**config.mk**
```make
export PLATFORM = sky130hd
export DESIGN_NAME = bch15_7_decoder
export DESIGN_NICKNAME = d
export VERILOG_FILES = /design/src/rtl/bch15_7_pkg.sv /design/src/rtl/bch15_7_err_locate.sv /design/src/rtl/bch15_7_decoder.sv
export SDC_FILE = /design/constraint.sdc
export NUM_CORES = 1
export LEC_CHECK = 0
export ABC_AREA = 0
export BUFFER_PORTS_ARGS = -buffer_cell sky130_fd_sc_hd__buf_2
export CORE_ASPECT_RATIO = 0.6
export CORE_MARGIN = 8
export CORE_UTILIZATION = 45
export CTS_CLUSTER_DIAMETER = 80
export CTS_CLUSTER_SIZE = 20
export DETAILED_ROUTE_END_ITERATION = 16
export GPL_ROUTABILITY_DRIVEN = 0
export RECOVER_POWER = 25
export SYNTH_ARGS = -nofsm -noshare
export SYNTH_HDL_FRONTEND = slang
export SYNTH_SLANG_ARGS = --single-unit
```
**constraint.sdc**
```tcl
create_clock -name clk -period 3.7 [get_ports clk]
set_input_delay 0.37 -clock clk [delete_from_list [all_inputs] [get_ports clk]]
set_output_delay 0.37 -clock clk [all_outputs]
set_load 0.005 [all_outputs]
```
**src/rtl/bch15_7_pkg.sv**
```systemverilog
// Shared constants, status codes and parity function for the (15,7) BCH encoder/decoder pair.
package bch15_7_pkg;

  localparam int unsigned N = 15;
  localparam int unsigned K = 7;
  localparam int unsigned R = 8;

  // Parity-check matrix columns. Bit k of each column is syndrome bit k.
  localparam logic [R-1:0] H_COL [0:N-1] = '{
    8'hD1, 8'h73, 8'hE6, 8'h1D, 8'h3A, 8'h74, 8'hE8,
    8'h01, 8'h02, 8'h04, 8'h08, 8'h10, 8'h20, 8'h40, 8'h80
  };

  typedef enum logic [1:0] {
    ST_CLEAN = 2'b00,
    ST_CORR1 = 2'b01,
    ST_CORR2 = 2'b10,
    ST_FAIL  = 2'b11
  } status_e;

  function automatic logic [R-1:0] bch_parity(input logic [K-1:0] d);
    logic [R-1:0] p;
    p[0] = d[0] ^ d[1] ^ d[3];
    p[1] = d[1] ^ d[2] ^ d[4];
    p[2] = d[2] ^ d[3] ^ d[5];
    p[3] = d[3] ^ d[4] ^ d[6];
    p[4] = d[0] ^ d[1] ^ d[3] ^ d[4] ^ d[5];
    p[5] = d[1] ^ d[2] ^ d[4] ^ d[5] ^ d[6];
    p[6] = d[0] ^ d[1] ^ d[2] ^ d[5] ^ d[6];
    p[7] = d[0] ^ d[2] ^ d[6];
    return p;
  endfunction

endpackage

```
**src/rtl/bch15_7_err_locate.sv**
```systemverilog
// Combinational error locator: maps an 8-bit syndrome to a 15-bit flip mask and status.
module bch15_7_err_locate
  import bch15_7_pkg::*;
(
  input  logic [R-1:0] syn,
  output logic [N-1:0] err_mask,
  output status_e      status
);

  logic [N-1:0] mask1;
  logic [N-1:0] mask2;
  logic         hit1;
  logic         hit2;

  always_comb begin
    mask1 = '0;
    mask2 = '0;
    hit1  = 1'b0;
    hit2  = 1'b0;
    for (int unsigned j = 0; j < N; j++) begin
      if (syn == H_COL[j]) begin
        mask1[j] = 1'b1;
        hit1     = 1'b1;
      end
    end
    // d_min = 5 guarantees at most one pair can match a non-zero syndrome.
    for (int unsigned a = 0; a < N - 1; a++) begin
      for (int unsigned b = a + 1; b < N; b++) begin
        if (syn == (H_COL[a] ^ H_COL[b])) begin
          mask2[a] = 1'b1;
          mask2[b] = 1'b1;
          hit2     = 1'b1;
        end
      end
    end

    err_mask = '0;
    status   = ST_FAIL;
    if (syn == '0) begin
      status = ST_CLEAN;
    end else if (hit1) begin
      err_mask = mask1;
      status   = ST_CORR1;
    end else if (hit2) begin
      err_mask = mask2;
      status   = ST_CORR2;
    end
  end

endmodule

```
**src/rtl/bch15_7_decoder.sv**
```systemverilog
// Two-stage stallable (15,7) BCH decoder: S1 registers data and syndrome, S2 corrects up to
// two errors. Saturating correction/failure counters for link monitoring.
module bch15_7_decoder
  import bch15_7_pkg::*;
#(
  parameter int unsigned CNT_W = 16
) (
  input  logic             clk,
  input  logic             rst,
  input  logic             in_valid,
  output logic             in_ready,
  input  logic [N-1:0]     in_word,
  output logic             out_valid,
  input  logic             out_ready,
  output logic [K-1:0]     out_data,
  output logic [1:0]       out_status,
  input  logic             cnt_clear,
  output logic [CNT_W-1:0] corr_cnt,
  output logic [CNT_W-1:0] fail_cnt
);

  logic         s1_valid_q;
  logic [K-1:0] s1_data_q;
  logic [R-1:0] s1_syn_q;
  logic         s2_load;
  logic         accept;
  logic [N-1:0] err_mask;
  status_e      err_status;
  logic         corr_hit;
  logic         fail_hit;
  logic         unused_parity_mask;

  assign s2_load  = !out_valid | out_ready;
  assign in_ready = !s1_valid_q | s2_load;
  assign accept   = in_valid & in_ready;

  // Parity positions are only needed for the syndrome, so S1 keeps data bits alone.
  always_ff @(posedge clk or posedge rst) begin
    if (rst) begin
      s1_valid_q <= 1'b0;
      s1_data_q  <= '0;
      s1_syn_q   <= '0;
    end else if (accept) begin
      s1_valid_q <= 1'b1;
      s1_data_q  <= in_word[K-1:0];
      s1_syn_q   <= in_word[N-1:K] ^ bch_parity(in_word[K-1:0]);
    end else if (s2_load) begin
      s1_valid_q <= 1'b0;
    end
  end

  bch15_7_err_locate u_err_locate (
    .syn      (s1_syn_q),
    .err_mask (err_mask),
    .status   (err_status)
  );

  assign unused_parity_mask = ^err_mask[N-1:K];

  always_ff @(posedge clk or posedge rst) begin
    if (rst) begin
      out_valid  <= 1'b0;
      out_data   <= '0;
      out_status <= 2'b00;
    end else if (s2_load) begin
      out_valid <= s1_valid_q;
      if (s1_valid_q) begin
        out_data   <= s1_data_q ^ err_mask[K-1:0];
        out_status <= err_status;
      end
    end
  end

  assign corr_hit = s2_load & s1_valid_q & ((err_status == ST_CORR1) | (err_status == ST_CORR2));
  assign fail_hit = s2_load & s1_valid_q & (err_status == ST_FAIL);

  always_ff @(posedge clk or posedge rst) begin
    if (rst) begin
      corr_cnt <= '0;
      fail_cnt <= '0;
    end else if (cnt_clear) begin
      corr_cnt <= '0;
      fail_cnt <= '0;
    end else begin
      if (corr_hit && (corr_cnt != '1)) corr_cnt <= corr_cnt + CNT_W'(1);
      if (fail_hit && (fail_cnt != '1)) fail_cnt <= fail_cnt + CNT_W'(1);
    end
  end

endmodule

```
==> impl_metrics.tcl, run 1 <==
set metrics [dict create \
    outcome "finished with violations" \
    violations "max-capacitance violations, max-slew violations" \
    fin_util_pct 54.7 \
    insertion_delay_ps 320 \
    detail_route.wl_per_cell_um 19.5 \
    max_cap_violations 1 \
    hold_start "in_valid" \
    ys_types 82 \
    crit_path_start_kind "flip-flop" \
    min_path_type "in2reg" \
    syn_area_per_cell_um2 9.03 \
    viasPerCell 6.00 \
    hold_depth 2 \
    syn_nets 537 \
    drt-initial-drc-count 555 \
    ant_nets 0 \
    worstMarginPinSlew_ps 1700 \
    p_sw_mw 1.12 \
    area_growth_pct 17.2 \
    ios 63 \
    chipHeight_um 94.7 \
    slew_headroom_pct -13.5 \
    whs_endpoint "s1_valid_q" \
    swShare_pct 38.9 \
    drive_above_1_share_pct 24.8 \
    netlist_area_um2 4640 \
    setup_violations 0 \
    dp_hpwl_um 10500 \
    regToRegEndpoint "fail_cnt[14]" \
    reg2reg_depth 12 \
    rsz0062_at_grt "no" \
    grt_pass1_wl_um 22400 \
    finalSetupTns_ps 0 \
    p_leak_nw 2.27 \
    pwr-share-comb_pct 42.1 \
    layout.nets 596 \
    die-area_um2 13900 \
    crit_start "s1_syn_q[5]" \
    intPower_mw 1.76 \
    skew_ps 10.8 \
    ys_seq_elements 58 \
    grt_max_degree 46 \
    power.density_nw_per_um2 531 \
    io_buffers 62 \
    clk_pin_slew_ps 50 \
    grt_antenna_before_repair 0 \
    regToRegStartpoint "s1_syn_q[5]" \
    htreeDepth 3 \
    clock-sinks 58 \
    hold_buffers 0 \
    yosys_warnings 0 \
    synth_area_leader_cell "dfrtp_1" \
    cts_root_buf "clkbuf_16" \
    finalHoldViolCount 0 \
    track_usage_pct 20.1 \
    seqPwrFrac_pct 29.8 \
    start_util_pct 46.6 \
    drt_pre_antenna_iters 6 \
    cts_buffers 9 \
    die_x_um 147 \
    dr_total_vias 4271 \
    worstSetupPathType "reg2reg" \
    globalRoute.totalOverflow 0 \
    cts_tree "yes" \
    synth_edf_count 0 \
    period_minus_slack_ps 3500 \
    drcViolationCount 0 \
    rows 28 \
    core_um2 9950 \
    ys.flop_type "dfrtp_1" \
    drv_slew 46 \
    path_max_fanout 24 \
    finalHoldWorstSlack_ps 261 \
    synthArstFlopShare_pct 100 \
    postSynthCellCount 514 \
    synth-seq-area-share_pct 31.3 \
    crit_arrival_ps 3680 \
    pwr-share-clk_pct 28.1 \
    fin_crit_sh_pct 94.7 \
    r2r_slack_ps 200 \
    clock.fmax_mhz 286 \
    cp-end-kind "flip-flop" \
    clk_path_buf_depth 2 \
    n_antenna_cell 0 \
    synth.area.top_cells "dfrtp_1 (31%), xnor2_1 (6.0%), xor2_1 (5.3%)" \
    irDropWorstVdd_uv 294 \
    wl_um 13900 \
    finalPower_mw 2.89 \
    synth_top_cell_area_share_pct 31.3 \
    grt_pass1_vias 4050 \
    crit_required_ps 3880 \
]
==> Yosys cell counts, drive strengths merged, types with 8 or more instances <==
cell type	number
dfrtp	58
and3	11
a21oi	13
xor2	29
nand4	12
nand2	40
nand2b	11
mux2	9
nor3	12
xnor2	33
nand3	26
o21ai	25
buf	32
clkbuf	8
nor2	47
mux2i	9
nor2b	10
==> logic make-up after synthesis <==
group | synth area share, %
muxes | 4.13
adders and majority gates | 0.809
buffers and inverters | 6.72
and+or+nand+nor | 29.8
DFF | 31.3
AOI/OAI and AO/OA | 15.3
xor gates and xnor gates | 12.0
==> per-stage QoR <==
| step | instances | instance area [um2] | worst slack, ps |
|---|---|---|---|
| after floorplan | 514 | 4640 | 733 |
| after global placement | 696 | 5080 | 84.2 |
| after detailed placement | 696 | 5080 | 87.4 |
| after CTS | 711 | 5370 | 38.6 |
| after global routing | 712 | 5440 | 5.15 |
| final | 712 | 5440 | 198 |
==> how the worst max path moves through the flow <==
stage	to	slack, ps	cells after the start
3_3_place_gp	fail_cnt[13]	80	14
3_5_place_dp	fail_cnt[9]	90	13
2_1_floorplan	corr_cnt[7]	730	13
6_report	fail_cnt[14]	200	12
4_1_cts	fail_cnt[9]	40	13
5_1_grt	fail_cnt[14]	5	13
==> layout by cell type (no fill, tap or decap), types with 11 or more instances in the layout <==
cell type  netlist  layout
buf_4            6      21
dfrtp_1         58      53
a21oi_1         13      13
xnor2_1         32      31
nand3_1         26      26
nand2_1         40      40
nor2_1          46      46
xor2_1          28      28
nand2b_1        11      11
nor3_1          12      12
buf_2           13      62
nand4_1         12      12
o21ai_0         21      21
==> final cells by class <==
type	instances	area [um2]
Clock buffer	10	239
Clock inverter	5	55.1
Fill cell	927	4510
Inverter	6	22.5
Multi-Input combinational cell	410	2920
Sequential cell	58	1460
Tap cell	135	169
Timing Repair Buffer	88	568
==> critical path, cell delays in order (launching register included) <==
cell and delay, ps:
dfrtp_4 620, xnor2_2 320, a21oi_1 150, a22oi_1 360
nor3b_1 310, nand4_1 190, nor3_1 190, ha_1 180
nand3_1 210, a2111oi_4 440, nand4_1 160, xor2_1 160
nor2_1 60
==> per-layer routing <==
metal,GRT usage [%],wire length (um),vias to the layer above
met5,0,0,-
met4,3.80,123,0
met3,7.98,1590,21
met2,26.4,5550,223
met1,29.8,6600,2016
li1,-,-,2011
==> power groups by stage <==
stage	Combinational (mW)	Sequential [mW]	Clock [mW]
after detailed placement	1.16	0.861	0
after floorplan	0.896	0.780	0
after CTS	1.16	0.850	0.831
after global placement	1.15	0.856	0
final	1.21	0.860	0.812
after global routing	1.31	0.874	0.860
==> state kept, by name, summed over array words and instances, names as in the netlist <==
name and flops:
s1_data_q 7, corr_cnt 16, out_status 2, s1_valid_q 1
fail_cnt 16, s1_syn_q 8, out_valid 1, out_data 7
==> what timing repair did <==
item | 4_1_cts | 5_1_grt
hold endpoints to repair | 0 | 0
resized for setup | 0 | 14
setup endpoints to repair | 0 | 32
buffers inserted | 0 | 1
Power figures use the tool's default switching activity.
==> run 2: changes to the inputs <==
--- a/config.mk
+++ b/config.mk
@@ -6,7 +6,7 @@
 export NUM_CORES = 1
 export LEC_CHECK = 0
 export ABC_AREA = 0
-export BUFFER_PORTS_ARGS = -buffer_cell sky130_fd_sc_hd__buf_2
+export BUFFER_PORTS_ARGS = -buffer_cell sky130_fd_sc_hd__clkbuf_2
 export CORE_ASPECT_RATIO = 0.6
 export CORE_MARGIN = 8
 export CORE_UTILIZATION = 45
==> run 2 against run 1 <==
  * Die area unchanged
  * Worst hold slack got worse by 3.6 ps
  * Routed wire length is 0.81% lower
  * Clock power rose by 10%
  * Sequential power down 6.3%
  * Critical endpoint is now fail_cnt[13]
  * Critical path depth is 2 higher
  * Fmax up 0.48%
  * Combinational power increased by 3%
  * Clock-buffer cell count grew 1
  * Non-clock buffer count shrank 4
  * Largest power group unchanged
  * The flow finishes with violations (max-capacitance violations)
  * Sequential share of layout area fell by 0.11 points
==> impl_metrics.tcl, run 2 (synthesis results as in run 1) <==
set metrics [dict create \
    worstMarginPinSlew_ps 1490 \
    die-area_um2 13900 \
    path_max_fanout 29 \
    rsz0062_at_grt "no" \
    dp_slack_ps 128 \
    core_um2 9950 \
    track_usage_pct 20.1 \
    drcViolationCount 0 \
    critPathSlowestCell "dfrtp_1" \
    path_common_cell "o21ai_0" \
    clk_pin_slew_ps 50 \
    skew_ps 6.93 \
    min_path_type "in2reg" \
    setup_slack_ps 215 \
    grt_pass1_vias 3985 \
    p_leak_nw 2.24 \
    fin_util_pct 54.6 \
    outcome "finished with violations" \
    max_cap_violations 1 \
    intPower_mw 1.83 \
    finalHoldWorstSlack_ps 258 \
    insertion_delay_ps 330 \
    cts_buffers 9 \
    layout.nets 592 \
    post_cts_buffers 0 \
    n_antenna_cell 0 \
    finalHoldViolCount 0 \
    hold_start "in_valid" \
    grt_antenna_before_repair 0 \
    dr_total_vias 4212 \
    worstSetupPathType "reg2reg" \
    viasPerCell 5.94 \
    area_growth_pct 17.1 \
    finalPower_mw 2.95 \
    nFillCells 938 \
    crit_start "s1_syn_q[7]" \
    power.density_nw_per_um2 543 \
    clock-sinks 58 \
    fin_crit_sh_pct 94.2 \
    drt-initial-drc-count 466 \
    swShare_pct 38.1 \
    pwr-share-comb_pct 42.4 \
    cp_slowest_stage_delay_ps 450 \
    slew_headroom_pct 0.246 \
    rows 28 \
    htreeDepth 3 \
    period_minus_slack_ps 3490 \
    mostFrequentLayoutCells "clkbuf_2 (62), dfrtp_1 (57), nor2_1 (46)" \
    pwr-share-clk_pct 30.3 \
    cp-end-kind "flip-flop" \
    wl_um 13800 \
    chipHeight_um 94.7 \
    seqPwrFrac_pct 27.3 \
    drv_slew 0 \
    p_sw_mw 1.12 \
    clk_path_buf_depth 2 \
    r2r_slack_ps 210 \
    grt_pass1_wl_um 22300 \
    cts_root_buf "clkbuf_16" \
    ios 63 \
    hold_buffers 0 \
    dp_hpwl_um 10200 \
    cts_tree "yes" \
    ant_nets 0 \
    grt_max_degree 42 \
    crit_path_start_kind "flip-flop" \
    globalRoute.totalOverflow 0 \
    regToRegStartpoint "s1_syn_q[7]" \
    crit_path_cell_trace "buf_12 > and4b_1 > nand2_1 > o21ai_0 > a2111oi_0 > o21ai_0 > a21boi_1 > ha_1 > nand3_1 > a211oi_2 > buf_4 > nand4_1 > xor2_1 > nor2_1" \
    drive_above_1_share_pct 22.8 \
    final_common_cell "clkbuf_2" \
    crit_required_ps 3890 \
    irDropWorstVdd_uv 294 \
    crit_arrival_ps 3670 \
    violations "max-capacitance violations" \
    reg_top3 "corr_cnt x16, fail_cnt x16, s1_syn_q x8" \
    io_buffers 62 \
    start_util_pct 46.6 \
    clock.fmax_mhz 287 \
    drt_pre_antenna_iters 5 \
    finalSetupTns_ps 0 \
    die_x_um 147 \
    detail_route.wl_per_cell_um 19.4 \
    setup_violations 0 \
]
run 2: through the flow:
stage               cells  instance area (um2)
floorplan             514                 4640
global placement      693                 5080
detailed placement    693                 5080
CTS                   709                 5400
global route          709                 5430
finish                709                 5430
run 2: layout make-up:
type | instances | area, um2 | area share [%]
clock buffers | 11 | 243 | 4.47
flip-flops and latches | 58 | 1450 | 26.7
repair buffers | 84 | 563 | 10.4
clock inverters | 5 | 77.6 | 1.43
well taps | 135 | 169 | 3.11
inverters | 6 | 22.5 | 0.415
multi-input cells | 410 | 2900 | 53.5
run 2: power groups by stage:
stage	Sequential (mW)	Combinational, mW	Clock [mW]
global route	0.817	1.35	0.945
detailed placement	0.815	1.21	0
floorplan	0.780	0.896	0
CTS	0.805	1.21	0.908
global placement	0.812	1.20	0
finish	0.806	1.25	0.895
run 2: path summary, 6_finish.rpt:
check / endpoint / depth (start not counted)
min reg2reg: out_data[0] / 2
min in group asynchronous: fail_cnt[1] / 2
max reg2reg: fail_cnt[13] / 14
max: fail_cnt[13] / 14
max in group asynchronous: s1_syn_q[2] / 3
min: s1_valid_q / 2
run 2: per-layer routing:
metal / up-vias / wire, um / global-route usage [%]
met5: - / 0 / 0
met4: 0 / 92 / 3.63
met3: 15 / 1420 / 7.21
met2: 199 / 5370 / 25.8
met1: 2000 / 6880 / 31.0
li1: 1998 / - / -
run 2: critical path, delay by kind of cell, from the launching register on:
kind            cells  cell delay, ps
flops               1             450
compound gates      5            1370
buf+inv             2             390
fa+ha+maj           1             210
simple gates        5             770
xor+xnor            1             150
run 2: timing repair:
| action | 4_1_cts | 5_1_grt |
|---|---|---|
| resized for setup | 0 | 5 |
| endpoints found under the hold margin | 0 | 0 |
| endpoints found under the setup margin | 0 | 22 |
==> run 3: changes to the inputs <==
--- a/config.mk
+++ b/config.mk
@@ -7,14 +7,19 @@
 export LEC_CHECK = 0
 export ABC_AREA = 0
 export BUFFER_PORTS_ARGS = -buffer_cell sky130_fd_sc_hd__clkbuf_2
+export CELL_PAD_IN_SITES_DETAIL_PLACEMENT = 0
+export CELL_PAD_IN_SITES_GLOBAL_PLACEMENT = 2
 export CORE_ASPECT_RATIO = 0.6
 export CORE_MARGIN = 8
-export CORE_UTILIZATION = 45
+export CORE_UTILIZATION = 36
 export CTS_CLUSTER_DIAMETER = 80
 export CTS_CLUSTER_SIZE = 20
 export DETAILED_ROUTE_END_ITERATION = 16
 export GPL_ROUTABILITY_DRIVEN = 0
+export PLACE_DENSITY_LB_ADDON = 0.1
 export RECOVER_POWER = 25
+export SETUP_SLACK_MARGIN = 0.3
+export SLEW_MARGIN = 0
 export SYNTH_ARGS = -nofsm -noshare
 export SYNTH_HDL_FRONTEND = slang
 export SYNTH_SLANG_ARGS = --single-unit
==> run 3 against run 2 <==
  * The flow finishes with violations (max-capacitance violations, max-slew violations)
  * Global-route usage shrank 3.0 points
  * Critical path type unchanged
  * Clock power fell by 2.3%
  * Die area up 21%
  * Worst hold slack better by 3.2 ps
  * Largest cell class unchanged
  * Clock skew grew 2.4 ps
  * Largest power group unchanged
  * Total power is 3.3% higher
==> impl_metrics.tcl, run 3 (synthesis results as in run 1) <==
set metrics [dict create \
    grt_pass1_vias 4040 \
    clk_pin_slew_ps 50 \
    cp_num_buf_inv 3 \
    max_cap_violations 1 \
    min_path_type "in2reg" \
    slew_headroom_pct -6.73 \
    ant_nets 0 \
    met2_usage_pct 21.3 \
    clock-sinks 58 \
    cts_tree "yes" \
    cp_slowest_stage_delay_ps 470 \
    drcViolationCount 0 \
    path_max_fanout 7 \
    crit_path_cell_trace "buf_4 > clkbuf_16 > or3b_1 > or3_1 > and3_1 > a21boi_1 > ha_1 > nand3_2 > buf_6 > a2111oi_4 > nand3_1 > xor2_1 > nor2_1" \
    pwr-share-clk_pct 28.6 \
    ios 63 \
    detail_route.wl_per_cell_um 19.2 \
    wl_um 14700 \
    cp_top_family "simple AND/OR/NAND/NOR gates" \
    intPower_mw 1.89 \
    drv_slew 41 \
    cts_buffers 9 \
    skew_ps 9.35 \
    irDropWorstVdd_uv 242 \
    reg_top3 "corr_cnt x16, fail_cnt x16, s1_syn_q x8" \
    grt_antenna_before_repair 0 \
    n_antenna_cell 0 \
    grt_pass1_wl_um 23500 \
    setup_violations 0 \
    swShare_pct 37.9 \
    globalRoute.totalOverflow 0 \
    die-area_um2 16900 \
    fin_crit_sh_pct 87.7 \
    start_util_pct 36.6 \
    insertion_delay_ps 320 \
    htreeDepth 3 \
    finalSetupTns_ps 0 \
    hold_start "in_valid" \
    grt_util_met1_pct 27.4 \
    clk_path_buf_depth 2 \
    cts_root_buf "clkbuf_16" \
    seqPwrFrac_pct 26.6 \
    final_cells 766 \
    drive_above_1_share_pct 27.7 \
    crit_start "s1_syn_q[1]" \
    crit_path_start_kind "flip-flop" \
    drt-initial-drc-count 358 \
    worstSetupPathType "reg2reg" \
    busiest_layer "met1" \
    finalHoldViolCount 0 \
    chipHeight_um 104 \
    pwr-share-comb_pct 44.7 \
    grt_max_degree 41 \
    core_um2 12700 \
    dp_hpwl_um 10800 \
    grt_use_met3_pct 6.05 \
    multi_input_area_um2 2940 \
    regToRegStartpoint "s1_syn_q[1]" \
    io_buffers 62 \
    nFillCells 1257 \
    regArea_um2 1460 \
    layout.nets 614 \
    crit_arrival_ps 3420 \
    rows 32 \
    final_common_cell "clkbuf_2" \
    power.density_nw_per_um2 534 \
    clock.fmax_mhz 308 \
    outcome "finished with violations" \
    die_x_um 163 \
    rsz0062_at_grt "yes" \
    placed_cells 737 \
    period_minus_slack_ps 3250 \
    viasPerCell 5.58 \
    area_growth_pct 23.1 \
    p_sw_mw 1.16 \
    worstMarginPinSlew_ps 1600 \
    crit_required_ps 3880 \
    drt_pre_antenna_iters 5 \
    cp-end-kind "flip-flop" \
    p_leak_nw 2.37 \
    violations "max-capacitance violations, max-slew violations" \
    critPathSlowestCell "dfrtp_2" \
    track_usage_pct 17.2 \
    mostFrequentLayoutCells "clkbuf_2 (62), dfrtp_1 (55), nor2_1 (46)" \
    dr_total_vias 4273 \
]
run 3: final cells by class:
cell class	count	share of cell area (%)
Tap cell	170	3.72
Sequential cell	58	25.5
Clock inverter	3	0.789
Inverter	6	0.394
Multi-Input combinational cell	410	51.4
Clock buffer	13	4.91
Timing Repair Buffer	106	13.2
run 3: metrics by stage:
stage                     area (um2)  worst slack, ps  util (%)  power [mW]  hold slack, ps
after floorplan                 4640              733         -        1.68             436
after global placement          5180              153      40.8        2.07             469
after detailed placement        5180              137      40.8        2.05             475
after CTS                       5560              311      43.8        2.97             248
after global routing            5710              238      45.0        3.23             279
final                           5710              454      45.0        3.05             261
run 3: worst reg2reg max path: stages (launching register included):
cell	delay [ps]
dfrtp_2	470
buf_4	170
clkbuf_16	150
or3b_1	390
or3_1	390
and3_1	190
a21boi_1	160
ha_1	320
nand3_2	110
buf_6	150
a2111oi_4	280
nand3_1	140
xor2_1	150
nor2_1	50
run 3: power groups by stage:
stage	sequential [mW]	clock, mW	combinational, mW
2_1_floorplan	0.780	0	0.896
3_3_place_gp	0.823	0	1.25
3_5_place_dp	0.826	0	1.22
4_1_cts	0.816	0.899	1.25
5_1_grt	0.824	0.927	1.48
6_report	0.812	0.874	1.36
run 3: metal layers:
layer	vias to the layer above	wire (um)
met4	0	100
met5	-	0
met2	183	5500
met3	11	1340
met1	2046	7720
li1	2033	-
run 3: timing repair:
action / in CTS / in global routing
buffers inserted: 3 / 8
setup endpoints to repair: 31 / 29
gates resized for setup: 10 / 9
hold buffers: 0 / 0
cloned: 0 / 2
pin swaps: 2 / 7
run 3: final timing paths:
check	end	slack, ps	cells past startpoint
worst min register to register	out_data[5]	490	2
worst min-delay path	s1_valid_q	260	2
worst max register to register	corr_cnt[10]	450	13
max in group asynchronous	s1_syn_q[7]	2050	2
min in group asynchronous	fail_cnt[1]	510	2
worst max-delay path	corr_cnt[10]	450	13
